===== src/rtl/serial_subtractor.sv =====
// Bit-serial subtractor: diff = a - b - bin, LSB first, one bit per clock via one full-subtractor cell.
// Define SERIAL_SUB_OVF_EN to add the ovf (two's-complement overflow) output.
module serial_subtractor #(
  parameter int WIDTH = 4
) (
  input  logic             clk,
  input  logic             rst,
  input  logic             start,
  input  logic [WIDTH-1:0] a,
  input  logic [WIDTH-1:0] b,
  input  logic             bin,
  output logic             busy,
  output logic             done,
  output logic [WIDTH-1:0] diff,
  output logic             bout
`ifdef SERIAL_SUB_OVF_EN
  ,
  output logic             ovf
`endif
);

  localparam int CW = $clog2(WIDTH);
  localparam logic [CW-1:0] LAST = CW'(WIDTH - 1);

  typedef enum logic [1:0] {
    S_IDLE  = 2'd0,
    S_SHIFT = 2'd1,
    S_DONE  = 2'd2
  } state_t;

  state_t           state;
  state_t           state_nxt;
  logic [WIDTH-1:0] a_sr;
  logic [WIDTH-1:0] b_sr;
  logic             borrow;
  logic [CW-1:0]    cnt;

  logic             x;
  logic             y;
  logic             z;
  logic             d;
  logic             borrow_nxt;

  // Full-subtractor cell working on the current LSB of both operands.
  assign x          = a_sr[0];
  assign y          = b_sr[0];
  assign z          = borrow;
  assign d          = x ^ y ^ z;
  assign borrow_nxt = (~x & y) | (~(x ^ y) & z);

  always_ff @(posedge clk or posedge rst) begin
    if (rst) begin
      state <= S_IDLE;
    end else begin
      state <= state_nxt;
    end
  end

  always_comb begin
    state_nxt = state;
    case (state)
      S_IDLE:  if (start) state_nxt = S_SHIFT;
      S_SHIFT: if (cnt == LAST) state_nxt = S_DONE;
      S_DONE:  state_nxt = S_IDLE;
      default: state_nxt = S_IDLE;
    endcase
  end

  always_comb begin
    busy = (state == S_SHIFT);
    done = (state == S_DONE);
  end

  always_ff @(posedge clk or posedge rst) begin
    if (rst) begin
      a_sr   <= '0;
      b_sr   <= '0;
      borrow <= 1'b0;
      cnt    <= '0;
      diff   <= '0;
      bout   <= 1'b0;
`ifdef SERIAL_SUB_OVF_EN
      ovf    <= 1'b0;
`endif
    end else begin
      case (state)
        S_IDLE: begin
          if (start) begin
            a_sr   <= a;
            b_sr   <= b;
            borrow <= bin;
            cnt    <= '0;
          end
        end
        S_SHIFT: begin
          diff   <= {d, diff[WIDTH-1:1]};
          a_sr   <= a_sr >> 1;
          b_sr   <= b_sr >> 1;
          borrow <= borrow_nxt;
          cnt    <= cnt + CW'(1);
          if (cnt == LAST) begin
            bout <= borrow_nxt;
`ifdef SERIAL_SUB_OVF_EN
            // Borrow into the sign bit differs from borrow out of it => signed overflow.
            ovf  <= z ^ borrow_nxt;
`endif
          end
        end
        default: ;
      endcase
    end
  end

endmodule


===== config.mk =====
export PLATFORM = sky130hd
export DESIGN_NAME = serial_subtractor
export DESIGN_NICKNAME = d
export VERILOG_FILES = /design/src/rtl/serial_subtractor.sv
export SDC_FILE = /design/constraint.sdc
export NUM_CORES = 1
export LEC_CHECK = 0
export CORE_UTILIZATION = 48
export CTS_BUF_LIST = sky130_fd_sc_hd__clkbuf_8
export DETAILED_ROUTE_END_ITERATION = 6
export GPL_TIMING_DRIVEN = 1
export PLACE_DENSITY = 0.77
export SYNTH_ARGS = -nofsm -noshare
export SYNTH_HDL_FRONTEND = slang
export SYNTH_SLANG_ARGS = --single-unit

===== constraint.sdc =====
create_clock -name clk -period 2.9 [get_ports clk]
set_input_delay 0.435 -clock clk [delete_from_list [all_inputs] [get_ports clk]]
set_output_delay 0.435 -clock clk [all_outputs]
set_load 0.005 [all_outputs]

* Word level (Yosys, flattened, before mapping)
Cells that the tools add are included.
** Word-level totals
- Bits in registers :: 18
- Input bits :: 12
- Output and inout bits :: 7
- Word-level logic and storage cells :: 36
** Operators by class
- Add/sub/neg operators :: 1
- Eq/ne operators :: 5
- Multiplexer cells :: 11
- Bitwise gates (word level) :: 7
- Reduce and logical (&&, ||, !) cells :: 5
** Operators with widths (number)
- 4-bit one-hot mux with 2 select lines :: 2
- 4-bit 2-to-1 mux :: 2
- 2-bit one-hot mux with 2 select lines :: 2
- 2-bit 2-to-1 mux :: 3
- 2-bit AND reduction :: 3
- 2-bit == test (second input constant) :: 2
- 2-bit by 1-bit adder with 2-bit output (second input constant) :: 1
- 1-bit bitwise AND :: 2
- 2-bit by 1-bit == test with 1-bit output (second input constant) :: 1
- 2-bit zero test :: 1
- 2-bit by 1-bit inequality test with 1-bit output (second input constant) :: 1
- 2-bit inequality test (second input constant) :: 1
- 1-bit inverter :: 2
- 1-bit one-hot mux with 2 select lines :: 1
- 2-bit nonzero test :: 1
- 1-bit XOR :: 2
- 1-bit 2-to-1 mux :: 1
- 1-bit bitwise OR :: 1

* Logic depth before layout (Yosys ltp)
- Depth after elaboration :: 5
- Mapped depth :: 5
- Gate-level depth less buffers :: 4

* Least setup slack after synthesis
Ideal clock, no wire load.
- Path kind :: reg-to-output
- Start point :: register state[1]
- End point :: output port busy
- Data arrival time :: 0.729 ns
- Data required time :: 2.465 ns
- Setup slack :: 1.736 ns
- Stages on the path, launching flop included :: 4
- Buffers on the path :: 1
- Cells stage by stage :: dfrtp_1 buf_6 nand2b_4 inv_2
** Between the ends
- Cells in the longest elaborated chain, start to end :: 1
** Ends and longest elaborated chain
- start: declaration :: RTL line 31 : state_t state;
- start signal: assignment :: RTL line 55 : state <= state_nxt;
- 2-bit by 1-bit == test with 1-bit output :: RTL line 70 : busy = (state == S_SHIFT);
- end: declaration :: RTL line 12 : output logic busy,
Every way passes these cells.

* Worst setup path after layout
Ends and elaborated chain as after synthesis.

==> reports/summary.log <==
qor: final_layout.drive_above_1_share 6.731%
qor: yosys.synth-edff-count 0
qor: routing.routedWlPerCell 14.53 um
qor: routing.remaining_drc_errors 0
qor: final_layout.fillerInstances 123
qor: sta.timing.final.ws_setup 0.8197 ns
qor: worst_setup_path.worstRegToRegCells 3
qor: global_routing.grt_antenna_before_repair 0
qor: clock_tree.cts_resized 0
qor: routing.initialDrtViolationCount 20
qor: yosys.post-synth-top-area-cell dfrtp_1
qor: routing.detailroute.via_count 695
qor: worst_setup_path.required 2.47 ns
qor: sta.slew_viol_final 0
qor: place.place.gp.congestion 0.8296
qor: final_layout.area_growth 24.93%
qor: routing.drtAntennaViolNets 0
qor: yosys.netlist-cell-type-count 20
qor: die.area_of_the_die 1940 sq um
qor: sta.unrepaired_setup_endpoints_after_global_routing false
qor: pwr.peakVddDrop 0.4977 mV
qor: sta.timing_hold_violations_final 0
qor: final_layout.num_antenna_cells 0
qor: place.port_buffers 18
qor: worst_setup_path.worstSetupPathType register to primary output
qor: sta.number_of_setup_violations_in_the_final_report 0
qor: clock_tree.clk_root_buffer_cell clkbuf_8
qor: clock_tree.cts_hold_buffers 0
qor: die.initial_utilization 53.81%
qor: routing.firstDrtPassIters 6
qor: global_routing.groute.usage.overall 20.71%
qor: clock_tree.worst_skew_pair.late_latency 0.25 ns
qor: routing.wirelength 1.744 mm
qor: yosys.area_of_the_mapped_netlist 848.3 sq um
qor: global_routing.number_of_global_route_vias_before_repair 660
qor: worst_setup_path.timing.critical_path.to_type primary output
qor: yosys.count_leader_synth dfrtp_1
qor: job.maxCapViolCount 0
qor: yosys.post_synth.cell_area_avg 9.751 sq um
qor: global_routing.grt.met2_usage 32.94%
qor: pwr.total_leakage_power 0.4844 nW
qor: yosys.synth-seq-cells 18
qor: global_routing.groute.layer.met3.usage 4.082%
qor: clock_tree.htree_levels 1
qor: sta.final.period_utilization 71.73%
qor: clock_tree.number_of_clock_sinks_seen_by_cts 18
qor: yosys.synth.top_cells.by_count dfrtp_1 (18), nand2_1 (17), o22ai_1 (12)
qor: sta.worstMarginPinSlew 0.6411 ns
qor: global_routing.grt_start_max_net_pins 19
qor: place.post-place-ws 1.057 ns
qor: global_routing.globalRouteOverflowTotal 0
qor: die.die_width 44.04 um
qor: pwr.cellPowerDensity 1087 nW/um^2
qor: yosys.synth_sequential_area_ratio 53.10%
qor: min_path.whs_path_depth 2
qor: global_routing.grt_first_pass_wirelength 2.891 mm
qor: yosys.synth_area_leaders dfrtp_1 (53%), o22ai_1 (8.8%), nand2_1 (7.5%), o21ai_0 (4.7%), a21oi_1 (4.1%)
qor: sta.timing.fmax 480.7 MHz
qor: die.die_h 44.04 um
qor: global_routing.gr-max-usage-layer met2
qor: yosys.yosysWarningCount 0
qor: clock_tree.numCtsBuffers 3
qor: yosys.synth_top_area_share 53.10%
qor: min_path.type_of_the_worst_min_delay_path register to register
qor: global_routing.grt_use_met1 27.37%
qor: worst_setup_path.critPathLaunchType register
qor: worst_setup_path.arrival_time_worst_endpoint 1.65 ns
qor: die.top_ports 19
qor: outcome.status completed
qor: final_layout.nets 119
qor: sta.fin_skew 0.001553 ns
qor: clock_tree.tritoncts built
qor: clock_tree.cts.reportedPaths.clkPinSlew 0.07 ns
qor: worst_setup_path.timing.reg2reg.setup_slack 1.66 ns
qor: yosys.share_of_async_settable_or_async_resettable_flops_after_synthesis 100.0%
qor: place.dp_hpwl 1.282 mm
qor: clock_tree.postCtsSetupRepairBufs 0
qor: die.core_region_area 1577 sq um
qor: die.placement_rows 14
qor: sta.timing.slew.headroom 57.21%
qor: routing.via_density_per_instance 5.792
qor: yosys.postSynthNetCount 101
qor: yosys.syn_inst 87
qor: clock_tree.clock_path_buffers 2
qor: worst_setup_path.crit_fanout 12
qor: sta.setup_total_negative_slack 0 ns
qor: yosys.synthFlopType dfrtp_1
qor: sta.layout_min_cycle_time 2.080 ns
[metal layers]
metal	up-vias	share of wire (%)
li1	331	-
met1	330	45
met2	30	47
met3	4	6.1
met4	0	2.0
met5	-	0
[cell type report]
| class | count | area [sq um] | share of cell area [%] |
|---|---|---|---|
| clock buffers | 4 | 55.05 | 5.195 |
| inverters | 7 | 26.28 | 2.479 |
| multi-input cells | 57 | 327.8 | 30.93 |
| flip-flops and latches | 18 | 450.4 | 42.50 |
| well taps | 16 | 20.02 | 1.889 |
| repair buffers | 18 | 180.2 | 17.00 |
[final timing paths]
| check | from | to |
|---|---|---|
| setup / recovery | state[1] | busy |
| hold / removal | bout | bout |
| setup reg to reg | state[1] | borrow |
| hold reg to reg | bout | bout |
| max in group asynchronous | rst | b_sr[3] |
| min in group asynchronous | rst | a_sr[2] |
[power by group]
| part | leakage, nW | switching (W) | internal, W |
|---|---|---|---|
| sequential | 0.219 | 0.000109 | 0.000369 |
| combinational | 0.236 | 0.000243 | 0.000232 |
| clock | 0.0288 | 0.0000782 | 0.000120 |
| total | 0.484 | 0.000430 | 0.000722 |
[flip-flops by register name, indices dropped and copies added, names as in the netlist]
| name | cells |
|---|---|
| diff | 4 |
| borrow | 1 |
| state | 2 |
| b_sr | 4 |
| cnt | 2 |
| bout | 1 |
| a_sr | 4 |
[cell usage in the layout (no fill, tap or decap)]
cell type and n:
and2b_1 1, o22ai_1 12, a21oi_1 7, nand2b_4 1
nand2_1 17, o31ai_1 1, nand2b_1 1, dfrtp_1 18
clkbuf_8 4, nor2b_1 1, clkdlybuf4s50_1 18, o21ai_0 8
a221oi_2 1, fa_1 1, nor2_1 3, inv_1 6
nand3b_1 1, ha_1 1, or3_1 1, inv_2 1
[critical path, cell delays in order, from the launching register on]
cell	delay, ns
dfrtp_1	0.48
nand2b_4	0.25
inv_2	0.15
clkdlybuf4s50_1	0.52
[cells by family (layout without fill, tap and decap cells)]
| kind of cell | Yosys count | in the layout | synth area share, % |
|---|---|---|---|
| AOI/OAI and AO/OA | 29 | 29 | 20.35 |
| adders and majority gates | 2 | 2 | 3.835 |
| buffers and inverters | 12 | 29 | 8.259 |
| DFF | 18 | 18 | 53.10 |
| and+or+nand+nor | 26 | 26 | 14.46 |
[through the flow]
step           util, %  instance area [sq um]  instances   power, W  hold WS [ns]
2_1_floorplan        -                  848.3         87  0.0007913        0.3736
4_1_cts          67.22                   1060        120   0.001150        0.5037
3_3_place_gp     63.73                   1005        116  0.0009317        0.4622
6_report         67.22                   1060        120   0.001152        0.4992
3_5_place_dp     63.73                   1005        116  0.0009488        0.4866
5_1_grt          67.22                   1060        120   0.001242        0.5356
(Power assumes the default switching activity.)
